### src/rtl/ifid_queue.sv
// ifid_queue: IF->ID instruction queue, DEPTH-entry first-word-fall-through ring.
// Define IFID_BYPASS_EN for a combinational enq->deq pass-through when empty.
module ifid_queue #(
  parameter int WORD_W = 32,
  parameter int DEPTH  = 4
) (
  input  logic                     CLK,
  input  logic                     RST,
  input  logic                     flush,
  input  logic                     enq_valid,
  input  logic [WORD_W-1:0]        enq_npc,
  input  logic [WORD_W-1:0]        enq_instr,
  output logic                     enq_ready,
  output logic                     deq_valid,
  output logic [WORD_W-1:0]        deq_npc,
  output logic [WORD_W-1:0]        deq_instr,
  input  logic                     deq_ready,
  output logic [$clog2(DEPTH):0]   count
);

  localparam int AW = $clog2(DEPTH);
  localparam int CW = AW + 1;

  typedef logic [WORD_W-1:0] word_t;

  word_t         mem_npc   [DEPTH];
  word_t         mem_instr [DEPTH];
  logic [AW-1:0] rd_ptr;
  logic [AW-1:0] wr_ptr;
  logic [CW-1:0] cnt;

  logic empty;
  logic full;
  logic enq_fire;
  logic q_deq;
  logic wr_en;
  logic byp_hit;
  logic byp_pass;

  assign empty     = (cnt == '0);
  assign full      = (cnt == CW'(DEPTH));
  assign enq_ready = ~full & ~flush;
  assign enq_fire  = enq_valid & enq_ready;
  assign q_deq     = ~empty & deq_ready;
  assign count     = cnt;

`ifdef IFID_BYPASS_EN
  assign byp_hit = empty & enq_valid & ~flush;
`else
  assign byp_hit = 1'b0;
`endif

  // a bypassed pair consumed this cycle never lands in storage
  assign byp_pass = byp_hit & deq_ready;
  assign wr_en    = enq_fire & ~byp_pass;

  always_comb begin
    deq_valid = 1'b0;
    deq_npc   = '0;
    deq_instr = '0;
    unique case (1'b1)
      !empty: begin
        deq_valid = 1'b1;
        deq_npc   = mem_npc[rd_ptr];
        deq_instr = mem_instr[rd_ptr];
      end
      byp_hit: begin
        deq_valid = 1'b1;
        deq_npc   = enq_npc;
        deq_instr = enq_instr;
      end
      default: ;
    endcase
  end

  always_ff @(posedge CLK) begin
    if (RST | flush) begin
      rd_ptr <= '0;
      wr_ptr <= '0;
      cnt    <= '0;
    end else begin
      if (wr_en) wr_ptr <= wr_ptr + AW'(1);
      if (q_deq) rd_ptr <= rd_ptr + AW'(1);
      unique case ({wr_en, q_deq})
        2'b10:   cnt <= cnt + CW'(1);
        2'b01:   cnt <= cnt - CW'(1);
        default: ;
      endcase
    end
  end

  always_ff @(posedge CLK) begin
    if (wr_en) begin
      mem_npc[wr_ptr]   <= enq_npc;
      mem_instr[wr_ptr] <= enq_instr;
    end
  end

endmodule

### config.mk
export PLATFORM = sky130hd
export DESIGN_NAME = ifid_queue
export DESIGN_NICKNAME = d
export VERILOG_FILES = /design/src/rtl/ifid_queue.sv
export SDC_FILE = /design/constraint.sdc
export NUM_CORES = 1
export LEC_CHECK = 0
export CORE_MARGIN = 2
export CORE_UTILIZATION = 40
export DETAILED_ROUTE_END_ITERATION = 8
export PLACE_DENSITY = 0.7
export SKIP_LAST_GASP = 1
export SLEW_MARGIN = 0
export SYNTH_ARGS = -nofsm -noshare
export SYNTH_HDL_FRONTEND = slang
export SYNTH_SLANG_ARGS = --single-unit
export TNS_END_PERCENT = 50
### constraint.sdc
create_clock -name CLK -period 5.05 [get_ports CLK]
set_clock_uncertainty 0.1 [all_clocks]
set_input_delay 0.7575 -clock CLK [delete_from_list [all_inputs] [get_ports CLK]]
set_output_delay 0.7575 -clock CLK [all_outputs]
set_load 0.005 [all_outputs]
==> results of run 1 <==
[through the flow]
step | instances | util, %
floorplan | 461 | -
global route | 955 | 50.6
detailed placement | 906 | 47.1
global placement | 906 | 47.1
CTS | 955 | 50.6
finish | 955 | 50.6
[cells by family after synthesis]
group / count (synthesis) / share of synthesized area (%)
adder cells (fa/ha/maj): 6 / 0.807
multiplexers: 64 / 14.2
AND/OR/NAND/NOR: 84 / 5.00
AO/OA/AOI/OAI: 8 / 0.550
flip-flops: 265 / 76.9
buffers and inverters: 30 / 2.22
XOR/XNOR: 4 / 0.342
[metal layers]
metal | routed length (um) | track usage, % | vias to the layer above
met5 | 0 | 0 | -
li1 | - | - | 2153
met3 | 1240 | 3.51 | 21
met2 | 9020 | 22.9 | 120
met4 | 221 | 2.91 | 0
met1 | 7950 | 18.8 | 2427
[report_power, final]
part / internal (mW) / switching (mW)
clock: 1.14 / 0.758
sequential: 2.44 / 0.00966
combinational: 0.124 / 0.0869
total: 3.71 / 0.855
[path summary, 6_finish.rpt]
kind              startpoint           end  slack, ns  cells past startpoint
setup / recovery   flip-flop  deq_instr[0]       1.38                      4
hold / removal     rd_ptr[0]     flip-flop       0.44                      2
setup reg to reg    count[2]      count[2]       2.31                      9
hold reg to reg    rd_ptr[0]     flip-flop       0.44                      2
[cells in the final DEF, fill, tap and decap left out, types with 2 or more instances in the layout]
cell type        count
a21oi_1              3
and2_1              64
and3_4               4
clkbuf_1             9
clkbuf_16           29
clkbuf_8             3
clkdlybuf4s50_1    137
clkinv_1             3
clkinv_2             3
dfxtp_1              7
dfxtp_4              2
edfxtp_1           256
ha_1                 5
inv_1                7
mux4_1               4
mux4_2              60
nor2_1               7
nor2b_1              2
xor2_1               4
[registers in the layout, summed over array words and instances, names as in the netlist, named ones only]
register   count
count          3
mem_instr    128
mem_npc      128
rd_ptr         2
wr_ptr         2
[cell usage after synthesis (5+ instances only)]
| library cell | instances | area share, % |
|---|---|---|
| and2_1 | 64 | 3.9 |
| dfxtp_1 | 9 | 1.8 |
| edfxtp_1 | 256 | 75 |
| nor2_1 | 7 | 0.26 |
| buf_2 | 6 | 0.29 |
| mux4_2 | 60 | 13 |
| ha_1 | 5 | 0.61 |
| buf_12 | 6 | 1.2 |
| clkbuf_1 | 8 | 0.29 |
| inv_1 | 7 | 0.26 |
[critical path, stage by stage (launching register included)]
cell             delay [ns]
dfxtp_4                0.70
buf_12                 0.38
mux4_1                 0.59
and2_1                 0.17
clkdlybuf4s50_1        0.44
[cell type report]
type | instances | area [um^2]
fillers | 1993 | 12400
multi-input cells | 166 | 2160
clock inverters | 8 | 65.1
inverters | 7 | 26.3
clock buffers | 41 | 801
flip-flops and latches | 265 | 7880
well taps | 330 | 413
repair buffers | 138 | 1390
==> impl_metrics.env, run 1 <==
export IMPL_track_usage_pct=13.9
export IMPL_cts_resized=0
export IMPL_dpl_hpwl_mm=10.1
export IMPL_p_per_area_mw_per_mm2=358
export IMPL_max_clock_path_buffers=3
export IMPL_cap_violations=0
export IMPL_fin_tns_setup_ns=0
export IMPL_htree_levels=1
export IMPL_required_ns=4.19
export IMPL_core_area_mm2=0.0252
export IMPL_antenna_found_initial=1
export IMPL_syn_nets=536
export IMPL_rsz0062_at_grt="false"
export IMPL_root_buffer="clkbuf_16"
export IMPL_status="finished, final reports clean"
export IMPL_dpl_cell_area_mm2=0.0119
export IMPL_fp_row_count=58
export IMPL_ys_seq_area_share_pct=76.9
export IMPL_synth_area_per_cell_um2=22.2
export IMPL_crit_path_max_fanout=38
export IMPL_relSlewSlack_pct=22.9
export IMPL_synth_edf_count=256
export IMPL_clock_sinks=265
export IMPL_leakage_nw=3.99
export IMPL_worst_slack_ns=1.38
export IMPL_worstSetupPathType="reg -> out"
export IMPL_grt_max_degree=66
export IMPL_hold_violations=0
export IMPL_place_ws_ns=1.81
export IMPL_synth_warnings=0
export IMPL_fin_crit_sh_pct=72.8
export IMPL_numCtsBuffers=27
export IMPL_grt_pass1_wl_mm=28.6
export IMPL_dr_pass1_iters=4
export IMPL_fmax_mhz=272
export IMPL_hold_path_class="reg -> reg"
export IMPL_cts_hold_buf=0
export IMPL_drtAntennaViolNets=0
export IMPL_area_growth_pct=24.4
export IMPL_final_nets=680
export IMPL_whs_ns=0.444
export IMPL_peakVddDrop_v=0.000213
export IMPL_path_clk_slew_ns=0.06
export IMPL_pin_count=138
export IMPL_period_minus_slack_ns=3.67
export IMPL_drc=0
export IMPL_die_w_um=164
export IMPL_tritoncts="yes"
export IMPL_syn_inst=461
export IMPL_clock_latency_ns=0.50
export IMPL_start_kind="flip-flop"
export IMPL_syn_area_mm2=0.0102
export IMPL_yosysUniqueCellTypes=29
export IMPL_crit_arrival_ns=2.82
export IMPL_vias_per_cell=4.94
export IMPL_worst_slew_pin_slew_ns=1.16
export IMPL_drv_slew=0
export IMPL_async_reset_ff_share_pct=0
export IMPL_ys_ff_latch=265
export IMPL_routed_wirelength_mm=18.4
export IMPL_die_y_um=164
export IMPL_worstSetupEndpointType="primary output"
export IMPL_port_buffers=137
export IMPL_grt_ovfl_total=0
export IMPL_ys_flop_type="edfxtp_1"
export IMPL_die_area_mm2=0.0269
export IMPL_gp_congestion=0.713
export IMPL_initial_core_util_pct=40.7
export IMPL_drtIter0Drc=273
export IMPL_antenna_cells=0
export IMPL_routed_via_count=4721
export IMPL_final_area_mm2=0.0127
export IMPL_grt_pass1_vias=5250
export IMPL_drive_gt1_share_pct=17.3
export IMPL_setup_viol=0
export IMPL_power_mw=4.56
export IMPL_post_cts_setup_buffer_count=0
export IMPL_routedWlPerCell_um=19.3
Power figures use the tool's default switching activity.
==> inputs of run 2 (changes only) <==
==> constraint.sdc (replaced) <==
create_clock -name CLK -period 3.7 [get_ports CLK]
set_clock_uncertainty 0.1 [all_clocks]
set_input_delay 0.555 -clock CLK [delete_from_list [all_inputs] [get_ports CLK]]
set_output_delay 0.555 -clock CLK [all_outputs]
set_load 0.005 [all_outputs]
==> run 2 against run 1 <==
Effect of this change:
- utilization grew 0.57 points
- total power increased by 37%
- worst setup slack worse by 1.0 ns
==> impl_metrics.env, run 2 (synthesized netlist as in run 1, its figures left out) <==
export IMPL_status="finished, final reports clean"
export IMPL_hold_path_class="reg -> reg"
export IMPL_cap_violations=0
export IMPL_numCtsBuffers=27
export IMPL_port_buffers=137
export IMPL_place_ws_ns=0.751
export IMPL_dpl_hpwl_mm=11.5
export IMPL_die_w_um=164
export IMPL_worstSetupEndpointType="primary output"
export IMPL_max_stage_delay_ns=0.91
export IMPL_htree_levels=1
export IMPL_die_y_um=164
export IMPL_path_cells="or3_2, and2_1, clkdlybuf4s50_1"
export IMPL_routedWlPerCell_um=19.9
export IMPL_relSlewSlack_pct=25.4
export IMPL_path_clk_slew_ns=0.06
export IMPL_track_usage_pct=14.6
export IMPL_p_int_mw=5.06
export IMPL_antenna_cells=0
export IMPL_pin_count=138
export IMPL_drive_gt1_share_pct=18.5
export IMPL_peakVddDrop_v=0.000243
export IMPL_final_cell_mix="edfxtp_1 (256), clkdlybuf4s50_1 (137), and2_1 (64)"
export IMPL_post_cts_setup_buffer_count=0
export IMPL_root_buffer="clkbuf_16"
export IMPL_grt_ovfl_total=0
export IMPL_whs_ns=0.438
export IMPL_power_frac_seq_pct=53.6
export IMPL_cp_top_family="simple AND/OR/NAND/NOR gates"
export IMPL_clock_latency_ns=0.51
export IMPL_layout_commonest_cell="edfxtp_1"
export IMPL_dpl_cell_area_mm2=0.0120
export IMPL_cp_slowest_cell="or3_2"
export IMPL_routed_via_count=4789
export IMPL_fin_crit_sh_pct=90.6
export IMPL_final_nets=689
export IMPL_start_kind="flip-flop"
export IMPL_worst_slew_pin_slew_ns=1.12
export IMPL_cts_resized=0
export IMPL_leakage_nw=4.05
export IMPL_crit_arrival_ns=2.70
export IMPL_p_per_area_mw_per_mm2=485
export IMPL_antenna_found_initial=0
export IMPL_area_growth_pct=25.8
export IMPL_period_minus_slack_ns=3.35
export IMPL_grt_max_degree=66
export IMPL_drc=0
export IMPL_hold_violations=0
export IMPL_drv_slew=0
export IMPL_tritoncts="yes"
export IMPL_swShare_pct=19.0
export IMPL_p_switching_mw=1.18
export IMPL_worst_slack_ns=0.347
export IMPL_fp_row_count=58
export IMPL_fmax_mhz=298
export IMPL_rsz0062_at_grt="false"
export IMPL_fin_tns_setup_ns=0
export IMPL_setup_viol=0
export IMPL_power_frac_comb_pct=4.8
export IMPL_grt_pass1_wl_mm=29.7
export IMPL_core_area_mm2=0.0252
export IMPL_die_area_mm2=0.0269
export IMPL_cts_hold_buf=0
export IMPL_initial_core_util_pct=40.7
export IMPL_vias_per_cell=4.97
export IMPL_grt_pass1_vias=5386
export IMPL_clock_sinks=265
export IMPL_routed_wirelength_mm=19.2
export IMPL_required_ns=3.04
export IMPL_final_area_mm2=0.0129
export IMPL_dr_pass1_iters=4
export IMPL_drtAntennaViolNets=0
export IMPL_worstSetupPathType="reg -> out"
export IMPL_path_buf_inv=1
export IMPL_pwr_share_clk_pct=41.6
export IMPL_gp_congestion=0.700
export IMPL_crit_path_max_fanout=65
export IMPL_max_clock_path_buffers=3
export IMPL_drtIter0Drc=313
## run 2: cell types whose count changed in the layout (fill, tap and decap cells not counted), sizes merged
cell    change
buf         +9
bufinv      +1
clkbuf      -3
clkinv      +1
inv         +1
## run 2: layout make-up
type,instances,area (um^2)
clock buffers,38,747
well taps,330,413
repair buffers,147,1530
flip-flops and latches,265,7880
fillers,2010,12300
clock inverters,11,119
inverters,7,26.3
multi-input cells,166,2160
## run 2: path summary, 6_finish.rpt
kind,startpoint,end,slack (ns),cells past startpoint
setup / recovery,count[0],deq_npc[31],0.35,3
hold / removal,rd_ptr[1],rd_ptr[1],0.44,2
setup reg to reg,count[2],count[2],1.09,9
hold reg to reg,rd_ptr[1],rd_ptr[1],0.44,2
## run 2: through the flow
step                std cells  utilization [%]  power, mW
floorplan                 461                -       3.52
global placement          915             47.7       3.70
detailed placement        915             47.7       3.71
CTS                       964             51.1       6.32
global route              964             51.1       6.45
finish                    964             51.1       6.24
## run 2: power groups by stage
stage                     logic, mW  registers [mW]  clock network (mW)
after floorplan               0.111            3.41                   0
after global placement        0.292            3.41                   0
after detailed placement      0.302            3.41                   0
after CTS                     0.304            3.35                2.67
after global routing          0.324            3.35                2.78
final                         0.297            3.35                2.60
## run 2: worst min-delay path, delay by kind of cell, from the launching register on
kind / cells / cell delay (ns)
DFF: 1 / 0.32
and+or+nand+nor: 1 / 0.10
xor gates and xnor gates: 1 / 0.07
## run 2: metal layers
metal  vias up  global-route usage, %  share of wire [%]
met4         0                   3.91                2.1
met5         -                      0                  0
met2       117                   25.2                 50
met1      2463                   18.9                 42
li1       2177                      -                  -
met3        32                   2.85                5.2
